<file path="config.mk">
export PLATFORM = sky130hd
export DESIGN_NAME = qspi_flash_responder
export DESIGN_NICKNAME = d
export VERILOG_FILES = /design/src/rtl/qspi_rsp_pkg.sv /design/src/rtl/qspi_rsp_sync.sv /design/src/rtl/qspi_flash_responder.sv
export SDC_FILE = /design/constraint.sdc
export NUM_CORES = 1
export LEC_CHECK = 0
export ABC_AREA = 1
export BUFFER_PORTS_ARGS = -buffer_cell sky130_fd_sc_hd__buf_2
export CAP_MARGIN = 20
export CORE_UTILIZATION = 50
export CTS_CLUSTER_SIZE = 12
export DETAILED_ROUTE_END_ITERATION = 10
export GPL_TIMING_DRIVEN = 0
export PLACE_DENSITY = 0.75
export SYNTH_ARGS = -nofsm -noshare
export SYNTH_HDL_FRONTEND = slang
export SYNTH_HIERARCHICAL = 1
export SYNTH_SLANG_ARGS = --single-unit
</file>
<file path="constraint.sdc">
create_clock -name ppm_clk -period 2.2 [get_ports ppm_clk]
set_input_delay 0.33 -clock ppm_clk [delete_from_list [all_inputs] [get_ports ppm_clk]]
set_output_delay 0.33 -clock ppm_clk [all_outputs]
set_load 0.02 [all_outputs]
</file>
<file path="src/rtl/qspi_rsp_pkg.sv">
// Shared types and command codes for the QSPI flash responder.
// Single-lane output shaping keeps the lanes the responder does not drive at 1.
package qspi_rsp_pkg;

  typedef enum logic [2:0] {IDLE, CMD, ADDR, DUMMY, DATA, IGNORE} state_t;
  typedef enum logic [1:0] {SRC_MEM, SRC_ID, SRC_STATUS} src_t;

  localparam logic [7:0] CMD_READ  = 8'h03;
  localparam logic [7:0] CMD_QREAD = 8'h6B;
  localparam logic [7:0] CMD_RDID  = 8'h9F;
  localparam logic [7:0] CMD_RDSR  = 8'h05;

  function automatic logic [3:0] single_lanes(input logic b);
    return {2'b11, b, 1'b1};
  endfunction

endpackage

</file>
<file path="src/rtl/qspi_rsp_sync.sv">
// Two-flop synchronizers for SCLK/SS/TXD plus registered SCLK edge strobes.
// Pin-to-strobe latency is 3 clk cycles; ss and txd are delayed to stay aligned.
module qspi_rsp_sync (
  input  logic       clk,
  input  logic       rst_n,
  input  logic       sclk,
  input  logic       ss,
  input  logic [3:0] txd,
  output logic       ss_sync,
  output logic [3:0] txd_sync,
  output logic       sclk_rise,
  output logic       sclk_fall
);

  logic [1:0] sclk_m;
  logic [1:0] ss_m;
  logic [3:0] txd_m0;
  logic [3:0] txd_m1;
  logic       sclk_d;

  always_ff @(posedge clk or negedge rst_n) begin
    if (!rst_n) begin
      sclk_m    <= 2'b00;
      ss_m      <= 2'b11;
      txd_m0    <= 4'h0;
      txd_m1    <= 4'h0;
      sclk_d    <= 1'b0;
      sclk_rise <= 1'b0;
      sclk_fall <= 1'b0;
      ss_sync   <= 1'b1;
      txd_sync  <= 4'h0;
    end else begin
      sclk_m    <= {sclk_m[0], sclk};
      ss_m      <= {ss_m[0], ss};
      txd_m0    <= txd;
      txd_m1    <= txd_m0;
      sclk_d    <= sclk_m[1];
      sclk_rise <= sclk_m[1] & ~sclk_d;
      sclk_fall <= ~sclk_m[1] & sclk_d;
      // Third stage on ss/txd so they line up with the registered strobes
      ss_sync   <= ss_m[1];
      txd_sync  <= txd_m1;
    end
  end

endmodule

</file>
<file path="src/rtl/qspi_flash_responder.sv">
// QSPI NOR-flash emulator: decodes READ/QREAD/RDID/RDSR and shifts bytes out after SCLK falls.
// Output bit lands ~4 ppm_clk after SCLK fall; one-byte prefetch, 0xFF plus sticky underrun if it is empty.
module qspi_flash_responder
  import qspi_rsp_pkg::*;
#(
  parameter logic [23:0] DEVICE_ID  = 24'hEF4016,
  parameter int unsigned QUAD_DUMMY = 8,
  parameter logic [7:0]  STATUS_VAL = 8'h00
) (
  input  logic        ppm_clk,
  input  logic        rst_n,
  input  logic        qspi_sclk,
  input  logic        qspi_ss,
  input  logic [3:0]  qspi_txd,
  output logic [3:0]  qspi_rxd,
  output logic [3:0]  rsp_oe,
  output logic        mem_req,
  output logic [23:0] mem_addr,
  input  logic [7:0]  mem_rdata,
  input  logic        mem_ack,
  output logic        underrun
);

  logic       ss_sync;
  logic [3:0] txd_sync;
  logic       sclk_rise;
  logic       sclk_fall;

  qspi_rsp_sync u_sync (
    .clk       (ppm_clk),
    .rst_n     (rst_n),
    .sclk      (qspi_sclk),
    .ss        (qspi_ss),
    .txd       (qspi_txd),
    .ss_sync   (ss_sync),
    .txd_sync  (txd_sync),
    .sclk_rise (sclk_rise),
    .sclk_fall (sclk_fall)
  );

  logic [2:0] txd_unused;
  assign txd_unused = txd_sync[3:1];

  state_t      state;
  src_t        src;
  logic        quad;
  logic [4:0]  bit_cnt;
  logic [6:0]  cmd_sh;
  logic [22:0] addr_sh;
  logic [7:0]  buf_dat;
  logic        buf_vld;
  logic [7:0]  out_sh;
  logic [2:0]  out_cnt;
  logic [1:0]  id_idx;

  logic [7:0]  cmd_byte;
  logic [23:0] addr_full;
  logic [7:0]  next_byte;
  logic [2:0]  last_cnt;

  assign cmd_byte  = {cmd_sh, txd_sync[0]};
  assign addr_full = {addr_sh, txd_sync[0]};
  assign last_cnt  = quad ? 3'd1 : 3'd7;

  always_comb begin
    next_byte = 8'hFF;
    case (src)
      SRC_ID: begin
        case (id_idx)
          2'd0:    next_byte = DEVICE_ID[23:16];
          2'd1:    next_byte = DEVICE_ID[15:8];
          2'd2:    next_byte = DEVICE_ID[7:0];
          default: next_byte = 8'hFF;
        endcase
      end
      SRC_STATUS: next_byte = STATUS_VAL;
      default:    next_byte = buf_vld ? buf_dat : 8'hFF;
    endcase
  end

  always_ff @(posedge ppm_clk or negedge rst_n) begin
    if (!rst_n) begin
      state    <= IDLE;
      src      <= SRC_MEM;
      quad     <= 1'b0;
      bit_cnt  <= 5'd0;
      cmd_sh   <= 7'd0;
      addr_sh  <= 23'd0;
      buf_dat  <= 8'h00;
      buf_vld  <= 1'b0;
      out_sh   <= 8'hFF;
      out_cnt  <= 3'd0;
      id_idx   <= 2'd0;
      qspi_rxd <= 4'hF;
      rsp_oe   <= 4'h0;
      mem_req  <= 1'b0;
      mem_addr <= 24'd0;
      underrun <= 1'b0;
    end else if (ss_sync) begin
      // Deselect wins over everything, including a coincident mem_ack
      state    <= IDLE;
      rsp_oe   <= 4'h0;
      qspi_rxd <= 4'hF;
      mem_req  <= 1'b0;
      buf_vld  <= 1'b0;
    end else begin
      if (mem_req && mem_ack) begin
        buf_dat <= mem_rdata;
        buf_vld <= 1'b1;
        mem_req <= 1'b0;
      end
      case (state)
        IDLE: begin
          state   <= CMD;
          bit_cnt <= 5'd0;
        end
        CMD: if (sclk_rise) begin
          cmd_sh  <= cmd_byte[6:0];
          bit_cnt <= bit_cnt + 5'd1;
          if (bit_cnt == 5'd7) begin
            bit_cnt <= 5'd0;
            quad    <= (cmd_byte == CMD_QREAD);
            id_idx  <= 2'd0;
            out_cnt <= 3'd0;
            case (cmd_byte)
              CMD_READ, CMD_QREAD: begin state <= ADDR; src <= SRC_MEM;    end
              CMD_RDID:            begin state <= DATA; src <= SRC_ID;     end
              CMD_RDSR:            begin state <= DATA; src <= SRC_STATUS; end
              default:             state <= IGNORE;
            endcase
          end
        end
        ADDR: if (sclk_rise) begin
          addr_sh <= addr_full[22:0];
          bit_cnt <= bit_cnt + 5'd1;
          if (bit_cnt == 5'd23) begin
            bit_cnt  <= 5'd0;
            mem_addr <= addr_full;
            mem_req  <= 1'b1;
            state    <= (quad && QUAD_DUMMY != 0) ? DUMMY : DATA;
          end
        end
        DUMMY: if (sclk_rise) begin
          bit_cnt <= bit_cnt + 5'd1;
          if (bit_cnt == 5'(QUAD_DUMMY - 1)) state <= DATA;
        end
        DATA: if (sclk_fall) begin
          rsp_oe <= quad ? 4'hF : 4'b0010;
          if (out_cnt == 3'd0) begin
            if (src == SRC_MEM) begin
              if (buf_vld) begin
                buf_vld  <= 1'b0;
                mem_addr <= mem_addr + 24'd1;
                mem_req  <= 1'b1;
              end else begin
                underrun <= 1'b1;
              end
            end
            if (src == SRC_ID && id_idx != 2'd3) id_idx <= id_idx + 2'd1;
            qspi_rxd <= quad ? next_byte[7:4] : single_lanes(next_byte[7]);
            out_sh   <= quad ? {next_byte[3:0], 4'hF} : {next_byte[6:0], 1'b1};
            out_cnt  <= 3'd1;
          end else begin
            qspi_rxd <= quad ? out_sh[7:4] : single_lanes(out_sh[7]);
            out_sh   <= quad ? {out_sh[3:0], 4'hF} : {out_sh[6:0], 1'b1};
            out_cnt  <= (out_cnt == last_cnt) ? 3'd0 : out_cnt + 3'd1;
          end
        end
        IGNORE: ;
        default: state <= IDLE;
      endcase
    end
  end

endmodule

</file>
==> results.md, run 1 <==
- Pin count of the biggest net entering global routing: between 50 and 60
- Cts hold-fix bufs: 0
- Critical Setup Path Class: register to register
- Root buffer cell: clkbuf_16
- Nets: ~840
- End-of-flow core utilization: 0.589
- Fillers: about 1,000
- Row Count: 38
- Bufs on Longest Clock Path: 2
- Design Area, Final: 6500 µm²
- GPL Wtd Cong: 0.910
- Type of origin of the critical path: register
- Cts bufs inserted: 9
- Hold/Removal Path Class: input pin to async pin
- Status: complete, but fails checks
- CP endpoint kind: register
- Minimum clock period after layout: 1.89 ns
- First-pass GRT wire length: 22.1 mm
- Number of global-route vias before repair: around 4.6k
- Sink Count: 105
- CP required: 2.45 ns
- Drt wl/cell: 13.9 µm
- Synth Cell Area: 5780 µm²
- Slowest CP cell: dfrtp_1
- CP cell instances: ha_1, nand3_1, nor2_1, nand3_1, nand2_1, nand3_1, nand2_1, nand2_1
- Final Non-Filler Cells: 960
- WHS: -0.00549 ns
- Die height: 109 µm
- ANT cells: 0
- Post-CTS setup buffer count: 0
- CP Data Arrival Time: between 2 and 2.5 ns
- Mean Syn Cell Area: 7.64 µm²
- Post-route antenna net violation count: 0
- Cell count after synthesis: 756
- Worst Skew: between 0.004 and 0.005 ns
- Max IR drop VDD: about 0.60 mV
- Clk slew on worst S/H paths: around 0.070 ns
- Chip Width: 109 µm
- Pwr/cell area: 890 nW/µm²
- Setup WS post-layout: 0.307 ns
- Starting Density: 0.524
- Final setup violation count: 0
- Via count: 5,122
- Via density: 5.34
- DRC viols: 0
- Violated checks: hold timing
- Worst Tran Pin Value: 0.642 ns
- GRT Util Overall: 0.239
- Critical path peak fanout: 8
- Post_cts resized: 0
- RSZ-0062 raised after global routing: no
- Worst rel slew slack: 0.572
- DP Worst Slack: between 0.3 and 0.4 ns
- Port Buf Inserts: 47
- Fmax: ~0.53 GHz
- Antenna violations before repair: 0
- Post-DP HPWL: 10.0 mm
- Tcrit/Tclk final: 0.860
- Post-synth net total: a little under 800
- Number of I/O pins: 51
- Total chip power: 5.78 mW
- Synth-to-layout area growth: 12.5%
- Drt first pass iters: 5
- Pins Over Slew Limit: 0
- DP Cell Count: 944
- Placed Area: 6220 µm²
- Share of layout cells above drive strength 1: 0.172
- Gr ovfl total: 0
- H-tree Lvls: 3
- Core area: 11,000 µm²
- WL final: between 10 and 15 mm
- Leakage: 3.10 nW
- CTS tree: built
- DRT iter0 DRCs: around 380
- Max Cap Violations: 0
- Final hold violation count: 4
- Clock latency on the worst-skew pair: 0.36 ns
- Slowest Stage Delay on Critical Path: 0.49 ns
- Die ar.: 12,000 µm²
- Warnings, synthesis: 6
worst paths after layout:
kind                                             from                           end  slack (ns)  cells past startpoint
max in group asynchronous                       rst_n      mem_addr[23]$_DFFE_PN0P_        1.51                      2
hold reg to reg            u_sync/txd_m1[0]$_DFF_PN0_  u_sync/txd_sync[0]$_DFF_PN0_        0.35                      0
setup reg to reg              mem_addr[0]$_DFFE_PN0P_      mem_addr[14]$_DFFE_PN0P_        0.31                      8
min in group ppm_clk                          qspi_ss      u_sync/ss_m[0]$_DFF_PN1_        0.06                      1
setup / recovery              mem_addr[0]$_DFFE_PN0P_      mem_addr[14]$_DFFE_PN0P_        0.31                      8
hold / removal                                  rst_n        bit_cnt[3]$_DFFE_PN0P_      -0.005                      1
layer usage:
layer | up-vias | routed length, µm | global-route usage | part of all wire
met3 | 20 | 771 | 0.0397 | 0.058
met1 | 2409 | 6420 | 0.344 | 0.48
met4 | 0 | 257 | 0.0952 | 0.019
met2 | 150 | 5890 | 0.358 | 0.44
li1 | 2543 | - | - | -
met5 | - | 0 | 0 | 0
stage by stage:
step / setup TNS (ns) / hold slack, ns
CTS: 0 / 0.0141
floorplan: 0 / 0.0344
global route: 0 / 0.0477
detailed placement: 0 / 0.339
finish: 0 / -0.00549
global placement: -27.16 / 0.333
power breakdown:
| part | switching (mW) | internal [mW] | leakage (nW) |
|---|---|---|---|
| logic | 1.11 | 0.577 | 1.59 |
| registers | 0.294 | 2.26 | 1.37 |
| clock network | 0.734 | 0.801 | 0.139 |
layout by cell type, fill, tap and decap left out, drive strengths merged, types with 14 or more instances in the layout:
cell and instances:
inv 81, mux2 19, dfrtp 91, o21ai 63
nor2 94, buf 63, a21oi 24, nand3 58
nand2 247, dfstp 14, nand4 15
critical path: cells and delay by family, from the launching register on:
family        cells  cell delay (ns)
fa+ha+maj         1             0.34
simple gates      7             0.94
flops             1             0.49
final cells by class:
class                      instances  area [µm²]  area share
multi-input combinational        553        2710       0.417
sequential                       105        2650       0.407
inverter                          80         305      0.0470
timing repair buffer              48         265      0.0408
clock buffer                      10         239      0.0368
tap                              140         175      0.0270
buffer                            18         119      0.0183
clock inverter                     6        40.0     0.00616
sequential cells by signal (all words and copies together), names as in the netlist, 2 cells and up:
name and flops:
src 2, qspi_rxd 4, mem_addr 24, buf_dat 8, out_cnt 3, state 3, id_idx 2, rsp_oe 2
u_sync/sclk_m 2, u_sync/ss_m 2, bit_cnt 5, cmd_sh 7, out_sh 7, addr_sh 23
Power figures use the tool's default switching activity.
==> run 2: changes to the inputs <==
--- a/config.mk
+++ b/config.mk
@@ -13,6 +13,7 @@
 export DETAILED_ROUTE_END_ITERATION = 10
 export GPL_TIMING_DRIVEN = 0
 export PLACE_DENSITY = 0.75
+export SLEW_MARGIN = 20
 export SYNTH_ARGS = -nofsm -noshare
 export SYNTH_HDL_FRONTEND = slang
 export SYNTH_HIERARCHICAL = 1
==> constraint.sdc (replaced) <==
create_clock -name ppm_clk -period 2.35 [get_ports ppm_clk]
set_input_delay 0.3525 -clock ppm_clk [delete_from_list [all_inputs] [get_ports ppm_clk]]
set_output_delay 0.3525 -clock ppm_clk [all_outputs]
set_load 0.02 [all_outputs]
==> run 2 against run 1 <==
The run now ends clean. Cell area is 0.21% higher. Critical path type unchanged. Non-clock buffer count is 1 higher. Sequential cell count stayed put. Via count is 2.0% lower. Clock skew is 0.0017 ns higher. Setup slack better by 0.15 ns. Routed wire length is 0.76% lower. Combinational power is 7% lower.
==> results.md, run 2 (synthesis results as in run 1) <==
- RSZ-0062 raised after global routing: no
- Final setup violation count: 0 (unchanged)
- Minimum clock period after layout: 1.89 ns (-0.00228 ns)
- GPL Wtd Cong: 0.910 (unchanged)
- Sw Pwr: 2.00 mW (-6.5%)
- Pwr/cell area: 831 nW/µm² (-6.6%)
- CP Data Arrival Time: 2.14 ns (about the same)
- DP Worst Slack: 0.483 ns (+0.145 ns)
- Setup WS post-layout: 0.460 ns (+0.152 ns)
- Share of layout cells above drive strength 1: 0.172 (-0.000209)
- H-tree Lvls: 3 (unchanged)
- Clock Power Share: 0.266 (about the same)
- Internal: 3.41 mW (-6.3%)
- Post-route antenna net violation count: 0 (unchanged)
- Pin count of the biggest net entering global routing: 59 (+3.5%)
- Antenna violations before repair: 0 (unchanged)
- CP required: 2.60 ns (+0.15 ns)
- Worst Skew: 0.00670 ns (+0.00172 ns)
- DRC viols: 0 (unchanged)
- Worst Tran Pin Value: 0.480 ns (-0.162 ns)
- CP startpoint: mem_addr[0]$_DFFE_PN0P_
- Most frequent cells in the layout: nand2_1, dfrtp_1, nor2_1
- Tcrit/Tclk final: 0.804 (-0.0559)
- Drt wl/cell: 13.8 µm (-0.87%)
- Combinational power share: 0.291 (about the same)
- Slowest Stage Delay on Critical Path: 0.49 ns (about the same)
- CP cell instances: ha_1, nand3_1, nor2_1, nand3_1, nand2_1, nand3_1, nand2_1, nand2_1
- RR Startpoint: mem_addr[0]$_DFFE_PN0P_
- Largest registers: mem_addr: 24 flops, addr_sh: 23 flops, buf_dat: 8 flops
- WL final: 13.2 mm (-0.76%)
- Die ar.: 12,000 µm² (unchanged)
- Post-DP HPWL: 9.98 mm (-0.58%)
- Number of flip-flops under the largest register name: 24 (unchanged)
- Sink Count: 105 (unchanged)
- CTS tree: built
- Worst rel slew slack: 0.680 (+0.108)
- Slowest CP cell: dfrtp_1
- First-pass GRT wire length: 22.0 mm (-0.22%)
- Gr ovfl total: 0 (unchanged)
- Via count: 5,022 (-2.0%)
- Leakage: 3.10 nW (+0.17%)
- Hold/Removal Path Class: input pin to register
- Status: finished clean
- DRT iter0 DRCs: 417 (+10%)
- Root buffer cell: clkbuf_16
- Final hold violation count: 0 (-4)
- Setup TNS Final: 0 ns (unchanged)
- CP endpoint kind: register
- Bufs on Longest Clock Path: 2 (unchanged)
- Type of origin of the critical path: register
- Clk slew on worst S/H paths: 0.07 ns (about the same)
- End-of-flow core utilization: 0.590 (+0.00125)
- Row Count: 38 (unchanged)
- Core area: 11,000 µm² (unchanged)
- Die height: 109 µm (unchanged)
- Max Cap Violations: 0 (unchanged)
- Register share of total power: 0.442 (about the same)
- Synth-to-layout area growth: 12.7%
- Max IR drop VDD: 0.522 mV (-13%)
- Pins Over Slew Limit: 0 (unchanged)
- Start point of the worst hold path: qspi_ss
- Sw Ratio: 0.370 (-0.000455)
- Commonest non-fill, non-tap cell in the layout: nand2_1
- Critical Setup Path Class: register to register
- Top reg by flops: mem_addr
- Post-CTS setup buffer count: 0 (unchanged)
- Via density: 5.23 (-2.1%)
- Critical path peak fanout: 8 (unchanged)
- Fmax: 0.529 GHz (+0.12%)
- Clock latency on the worst-skew pair: 0.36 ns (about the same)
- Chip Width: 109 µm (unchanged)
- GRT Util Overall: 0.240 (+0.00143)
- Number of global-route vias before repair: 4,585 (-0.80%)
- Port Buf Inserts: 47 (unchanged)
- ANT cells: 0 (unchanged)
- Drt first pass iters: 5 (unchanged)
- Cts bufs inserted: 9 (unchanged)
- Number of I/O pins: 51 (unchanged)
- Starting Density: 0.524 (unchanged)
- Nets: 843 (+0.12%)
[run 2: changes by cell type in the layout (fill, tap and decap cells not counted)]
cell           before  now
dlygate4sd3_1       0    1
buf_6               4    5
buf_4               4    3
[run 2: routing by layer]
metal,vias to the layer above,global-route usage,part of all wire
met3,15,0.0350,0.051
met5,-,0,0
li1,2552,-,-
met2,116,0.365,0.44
met4,0,0.0962,0.018
met1,2339,0.345,0.49
[run 2: path summary, 6_finish.rpt]
path | end | slack, ns | cells past startpoint
max | mem_addr[14]$_DFFE_PN0P_ | 0.46 | 8
min | u_sync/ss_m[0]$_DFF_PN1_ | 0.09 | 1
max in group asynchronous | mem_addr[3]$_DFFE_PN0P_ | 1.23 | 3
max reg2reg | mem_addr[14]$_DFFE_PN0P_ | 0.46 | 8
min reg2reg | u_sync/sclk_m[1]$_DFF_PN0_ | 0.35 | 0
min in group asynchronous | u_sync/sclk_m[0]$_DFF_PN0_ | 0.49 | 2
[run 2: power by group through the flow]
stage / logic, mW / registers, mW / clock network (mW)
after floorplan: 1.06 / 2.46 / 0
after global placement: 1.52 / 2.41 / 0
after detailed placement: 1.57 / 2.42 / 0
after CTS: 1.58 / 2.39 / 1.47
after global routing: 1.81 / 2.44 / 1.53
final: 1.58 / 2.39 / 1.44
[run 2: cell type report]
class                           count  area (µm²)
Fill cell                         987        4520
Multi-Input combinational cell    553        2710
Sequential cell                   105        2650
Inverter                           80         305
Timing Repair Buffer               49         279
Clock buffer                       10         239
Tap cell                          140         175
Buffer                             18         119
Clock inverter                      6        40.0
[run 2: worst max-delay path, delay by kind of cell, from the launching register on]
family / cells / cell delay [ns]
and+or+nand+nor: 7 / 0.96
DFF: 1 / 0.49
adders and majority gates: 1 / 0.34
[run 2: timing repair]
item,CTS,global route
resized for setup,0,0
endpoints found under the hold margin,33,0
hold buffers,1,0
[run 2: stage by stage]
step / cells / instance area (µm²) / hold WS (ns) / total power, mW
after floorplan: 756 / 5780 / 0.0569 / 3.52
after global placement: 943 / 6190 / 0.333 / 3.92
after detailed placement: 944 / 6220 / 0.312 / 3.99
after CTS: 961 / 6510 / 0.0788 / 5.43
after global routing: 961 / 6510 / 0.0793 / 5.78
final: 961 / 6510 / 0.0900 / 5.41
